`src/rtl/osd_rst_seq.sv`:
```
// osd_rst_seq -- system / CPU reset sequencer driven by the subnet control module.
// Sequence: SYS_HOLD -> (SYS_WAIT) -> CPU_DELAY -> RUN, plus CPU-only resets via CPU_HOLD.
// Optional status: define OSD_RST_SEQ_STATUS_EN to add sys_rst_count[7:0], a saturating
// count of system reset entries since the last rst.
module osd_rst_seq #(
   parameter int unsigned SYS_HOLD  = 16,
   parameter int unsigned CPU_DELAY = 8
) (
   input  logic       clk,
   input  logic       rst,
   input  logic       scm_sys_rst,
   input  logic       scm_cpu_rst,
   output logic       sys_rst_out,
   output logic       cpu_rst_out,
   output logic       busy
`ifdef OSD_RST_SEQ_STATUS_EN
   ,
   output logic [7:0] sys_rst_count
`endif
);

   // One counter serves both timed states, so it is sized for the longer of the two.
   localparam int unsigned CNT_MAX = (SYS_HOLD > CPU_DELAY) ? SYS_HOLD : CPU_DELAY;
   localparam int unsigned CW      = (CNT_MAX > 1) ? $clog2(CNT_MAX) : 1;
   localparam logic [CW-1:0] SYS_LAST = CW'(SYS_HOLD - 1);
   localparam logic [CW-1:0] CPU_LAST = CW'(CPU_DELAY - 1);
   localparam logic [CW-1:0] CNT_SAT  = '1;

   typedef enum logic [2:0] {
      ST_SYS_HOLD,
      ST_SYS_WAIT,
      ST_CPU_DELAY,
      ST_CPU_HOLD,
      ST_RUN
   } state_t;

   state_t        state_q, state_d;
   logic [CW-1:0] cnt_q, cnt_d;
   logic [CW-1:0] cnt_inc;
   logic          sys_req_q;
   logic          sys_rst_q, cpu_rst_q, busy_q;

   // Counter never wraps: it sticks at all-ones in the open-ended states.
   assign cnt_inc = (cnt_q == CNT_SAT) ? cnt_q : cnt_q + 1'b1;

   // Next-state and counter logic; every state change clears the counter.
   always_comb begin
      state_d = state_q;
      cnt_d   = cnt_inc;
      case (state_q)
         ST_SYS_HOLD: begin
            // Requests here neither extend nor restart the hold.
            if (cnt_q == SYS_LAST) begin
               state_d = scm_sys_rst ? ST_SYS_WAIT : ST_CPU_DELAY;
               cnt_d   = '0;
            end
         end
         ST_SYS_WAIT: begin
            // Leave one cycle after the request is seen low (registered copy).
            if (!sys_req_q) begin
               state_d = ST_CPU_DELAY;
               cnt_d   = '0;
            end
         end
         ST_CPU_DELAY: begin
            if (scm_sys_rst) begin
               state_d = ST_SYS_HOLD;
               cnt_d   = '0;
            end else if (cnt_q == CPU_LAST) begin
               state_d = scm_cpu_rst ? ST_CPU_HOLD : ST_RUN;
               cnt_d   = '0;
            end
         end
         ST_CPU_HOLD: begin
            if (scm_sys_rst) begin
               state_d = ST_SYS_HOLD;
               cnt_d   = '0;
            end else if ((cnt_q >= CPU_LAST) && !scm_cpu_rst) begin
               state_d = ST_RUN;
               cnt_d   = '0;
            end
         end
         ST_RUN: begin
            cnt_d = '0;
            if (scm_sys_rst) begin
               state_d = ST_SYS_HOLD;
            end else if (scm_cpu_rst) begin
               state_d = ST_CPU_HOLD;
            end
         end
         default: begin
            state_d = ST_SYS_HOLD;
            cnt_d   = '0;
         end
      endcase
   end

   // State, counter and outputs; outputs are decoded from the next state so they track the state register.
   always_ff @(posedge clk) begin
      if (rst) begin
         state_q   <= ST_SYS_HOLD;
         cnt_q     <= '0;
         sys_req_q <= 1'b0;
         sys_rst_q <= 1'b1;
         cpu_rst_q <= 1'b1;
         busy_q    <= 1'b1;
      end else begin
         state_q   <= state_d;
         cnt_q     <= cnt_d;
         sys_req_q <= scm_sys_rst;
         sys_rst_q <= (state_d == ST_SYS_HOLD) || (state_d == ST_SYS_WAIT);
         cpu_rst_q <= (state_d != ST_RUN);
         busy_q    <= (state_d != ST_RUN);
      end
   end

   assign sys_rst_out = sys_rst_q;
   assign cpu_rst_out = cpu_rst_q;
   assign busy        = busy_q;

`ifdef OSD_RST_SEQ_STATUS_EN
   logic [7:0] sys_cnt_q;

   // Count entries into SYS_HOLD from another state; the reset-held SYS_HOLD is not an entry.
   always_ff @(posedge clk) begin
      if (rst) begin
         sys_cnt_q <= '0;
      end else if ((state_d == ST_SYS_HOLD) && (state_q != ST_SYS_HOLD) && (sys_cnt_q != 8'hFF)) begin
         sys_cnt_q <= sys_cnt_q + 8'd1;
      end
   end

   assign sys_rst_count = sys_cnt_q;
`endif

endmodule

```
`config.mk`:
```
export PLATFORM = sky130hd
export DESIGN_NAME = osd_rst_seq
export DESIGN_NICKNAME = d
export VERILOG_FILES = /design/src/rtl/osd_rst_seq.sv
export SDC_FILE = /design/constraint.sdc
export NUM_CORES = 1
export LEC_CHECK = 0
export CORE_ASPECT_RATIO = 1.25
export CORE_MARGIN = 3
export CORE_UTILIZATION = 25
export DETAILED_ROUTE_END_ITERATION = 6
export HOLD_SLACK_MARGIN = 0.1
export PLACE_DENSITY = 0.46
export SETUP_SLACK_MARGIN = 0.15
export SLEW_MARGIN = 20
export SYNTH_ARGS = -nofsm -noshare
export SYNTH_HDL_FRONTEND = slang
export SYNTH_SLANG_ARGS = --single-unit
```
`constraint.sdc`:
```
create_clock -name clk -period 1.9 [get_ports clk]
set_clock_uncertainty 0.05 [all_clocks]
set_input_delay 0.19 -clock clk [delete_from_list [all_inputs] [get_ports clk]]
set_output_delay 0.19 -clock clk [all_outputs]
set_load 0.01 [all_outputs]
```
==> impl_metrics.csv <==
group,metric,value,unit
status,status,"complete, no violations",
cells_and_area,antennaDiodeCount,0,
clock_network,clockBufferDepth,2,
global_route,grt_pass1_vias,624,
die,die_x,51.9,um
clock_network,clock_latency,280,ps
clock_network,cts.repair.resized,0,
timing,slew_headroom,70.5,%
worst_setup_path,worstSetupStartpoint,"state_q[2]",
synth,synth.area.top_cells,"dfxtp_1 30%, o211ai_1 5.7%, buf_4 4.6%",
worst_setup_path,critPathKind,"flop to flop",
placed_design,dp_hpwl,1190,um
worst_setup_path,worstSetupStartpointType,"flop",
timing,worst_pin_slew,442,ps
clock_network,cts_root_buffer,"clkbuf_4",
cells_and_area,fin_util,32.3,%
die,fp-row-count,20,
synth,synth_most_common_cell,"dfxtp_1",
timing,rsz0062_at_grt,"false",
synth,synthTopCellsByCount,"10 x dfxtp_1, 7 x nand2_1, 5 x nor2_1, 5 x o211ai_1",
worst_setup_path,reg2reg_depth,4,
clock_network,path_clk_slew,70,ps
synth,syn_nets,83,
global_route,grt_pass1_wl,2690,um
synth,ys_dominant_reg_cell,"dfxtp_1",
synth,syn_inst,77,
timing,period_share,87.1,%
worst_setup_path,rr_endpoint,"state_q[0]",
clock_network,cts_buffers,3,
worst_hold_path,hold_depth,2,
synth,synth_area,659,um^2
timing,layout_min_cycle_time,1650,ps
placed_design,port_buffers,6,
synth,yosys_warnings,0,
timing,holdWs,520,ps
worst_setup_path,crit_required,2050,ps
cells_and_area,nNetsFinal,94,
timing,setup_viol_count_final,0,
worst_setup_path,reg2reg_from,"state_q[2]",
cells_and_area,layout-drive-gt1-share,17.2,%
synth,yosys.area.top_type,"dfxtp_1",
clock_network,htreeDepth,1,
synth,ys_ff_latch,10,
global_route,grt_usage,11.1,%
drt,drt-wirelength-per-cell,13.7,um
synth,ys_types,34,
die,initial_core_util,26.6,%
power_and_ir_drop,ir_drop,0.000222,V
timing,maxSlewViolCount,0,
drt,wirelength,1650,um
worst_hold_path,whs_endpoint,"sys_req_q",
worst_hold_path,hp-class,"primary input to flop",
die,die-area,3290,um^2
global_route,grt_start_max_net_pins,13,
timing,finalSetupTns,0,ps
clock_network,cts_tree,"yes",
worst_hold_path,hp-start,"rst",
flow_run,cap_violations,0,
placed_design,place.gp.congestion,0.760,
global_route,antenna_found_initial,0,
drt,drtAntennaViolNets,0,
drt,drtIter0Drc,14,
synth,synth_top_area_share,30.4,%
worst_setup_path,crit_fanout,11,
drt,dr.pass1.iters,4,
cells_and_area,areaGrowthSynthToFinish,21.3,%
synth,synth_edf_count,0,
worst_setup_path,arrival,1800,ps
synth,syn_avg_cell_area,8.56,um^2
power_and_ir_drop,p_total,476,uW
clock_network,hold_buffers,0,
clock_network,postCtsSetupBuffers,0,
die,io_pins,7,
clock_network,cts_num_sinks,10,
timing,hold_violations,0,
synth,ys_seq_area_share,30.4,%
drt,drcViolationCount,0,
synth,ys_async_sr_fraction,0,%
die,die_h,63.4,um
drt,vias_per_cell,5.03,
power_and_ir_drop,powerDensity,595,nW/um^2
worst_setup_path,cp-end-kind,"flop",
worst_setup_path,reg2reg_setup_slack,250,ps
power_and_ir_drop,leakage,0.278,nW
timing,max_freq,0.604,GHz
global_route,overflow,0,
drt,vias,603,
die,coreArea,2480,um^2
==> power by group <==
group	switching (mW)	total (mW)	internal, mW
logic	0.0226	0.0468	0.0242
registers	0.00685	0.223	0.216
clock network	0.0896	0.206	0.117
total	0.119	0.476	0.357
==> kinds of logic (layout without fill, tap and decap cells) <==
| group | Yosys count | after routing | share of synthesized area [%] |
|---|---|---|---|
| AO/OA/AOI/OAI | 22 | 22 | 26.0 |
| buffers and inverters | 8 | 18 | 6.83 |
| multiplexers | 1 | 1 | 1.71 |
| flip-flops | 10 | 10 | 30.4 |
| AND/OR/NAND/NOR | 34 | 34 | 31.3 |
| adder cells (fa/ha/maj) | 2 | 2 | 3.79 |
==> stage by stage <==
| stage | cell area [um^2] | setup WS [ps] | std cells |
|---|---|---|---|
| final | 800 | 245 | 120 |
| after global routing | 800 | 162 | 120 |
| after CTS | 797 | 260 | 120 |
| after detailed placement | 761 | 189 | 116 |
| after global placement | 761 | 207 | 116 |
| after floorplan | 659 | 381 | 77 |
==> routing by layer <==
metal  vias up  GRT usage, %  wire [um]
li1        309             -          -
met1       268          13.7        725
met2        20          16.5        771
met3         6          3.78         93
met4         0          5.90         56
met5         -             0          0
==> state kept, by name, summed over array words and instances, names as in the netlist <==
name and flops:
state_q 3, sys_rst_out 1, cnt_q 4, busy 1, sys_req_q 1
==> critical path, cell delays in order, from the launching register on <==
cell     delay, ps
dfxtp_1        420
and2b_1        290
a41oi_1        120
or4b_1         510
a31oi_1        190
==> layout by cell type (no fill, tap or decap), types with 2 or more instances in the layout <==
| cell | Yosys | routed |
|---|---|---|
| dfxtp_1 | 10 | 10 |
| nand2_1 | 7 | 7 |
| clkdlybuf4s50_1 | 0 | 6 |
| o211ai_1 | 5 | 5 |
| nor2_1 | 5 | 5 |
| a21oi_1 | 4 | 4 |
| buf_4 | 4 | 4 |
| nand3b_1 | 3 | 3 |
| clkbuf_4 | 0 | 3 |
| inv_1 | 2 | 2 |
| and3_1 | 2 | 2 |
| inv_2 | 2 | 2 |
| nand2b_1 | 2 | 2 |
| and2b_1 | 2 | 2 |
| nand3_1 | 2 | 2 |
| nor2b_1 | 2 | 2 |
| o21ai_1 | 2 | 2 |
| a21o_1 | 2 | 2 |
| nand4b_1 | 2 | 2 |
| a31oi_1 | 2 | 2 |
==> worst max-delay path by stage <==
stage                      end  depth (start not counted)
CTS                   cnt_q[0]                          6
detailed placement  state_q[0]                          3
global placement    state_q[0]                          3
floorplan             cnt_q[0]                          6
finish              state_q[0]                          4
global route          cnt_q[0]                          6
==> cell type report <==
class	instances	area, um^2
clock buffers	4	36.3
fillers	254	1680
inverters	4	15.0
multi-input cells	59	417
flip-flops and latches	10	200
well taps	33	41.3
repair buffers	10	90.1
(Power assumes the default switching activity.)
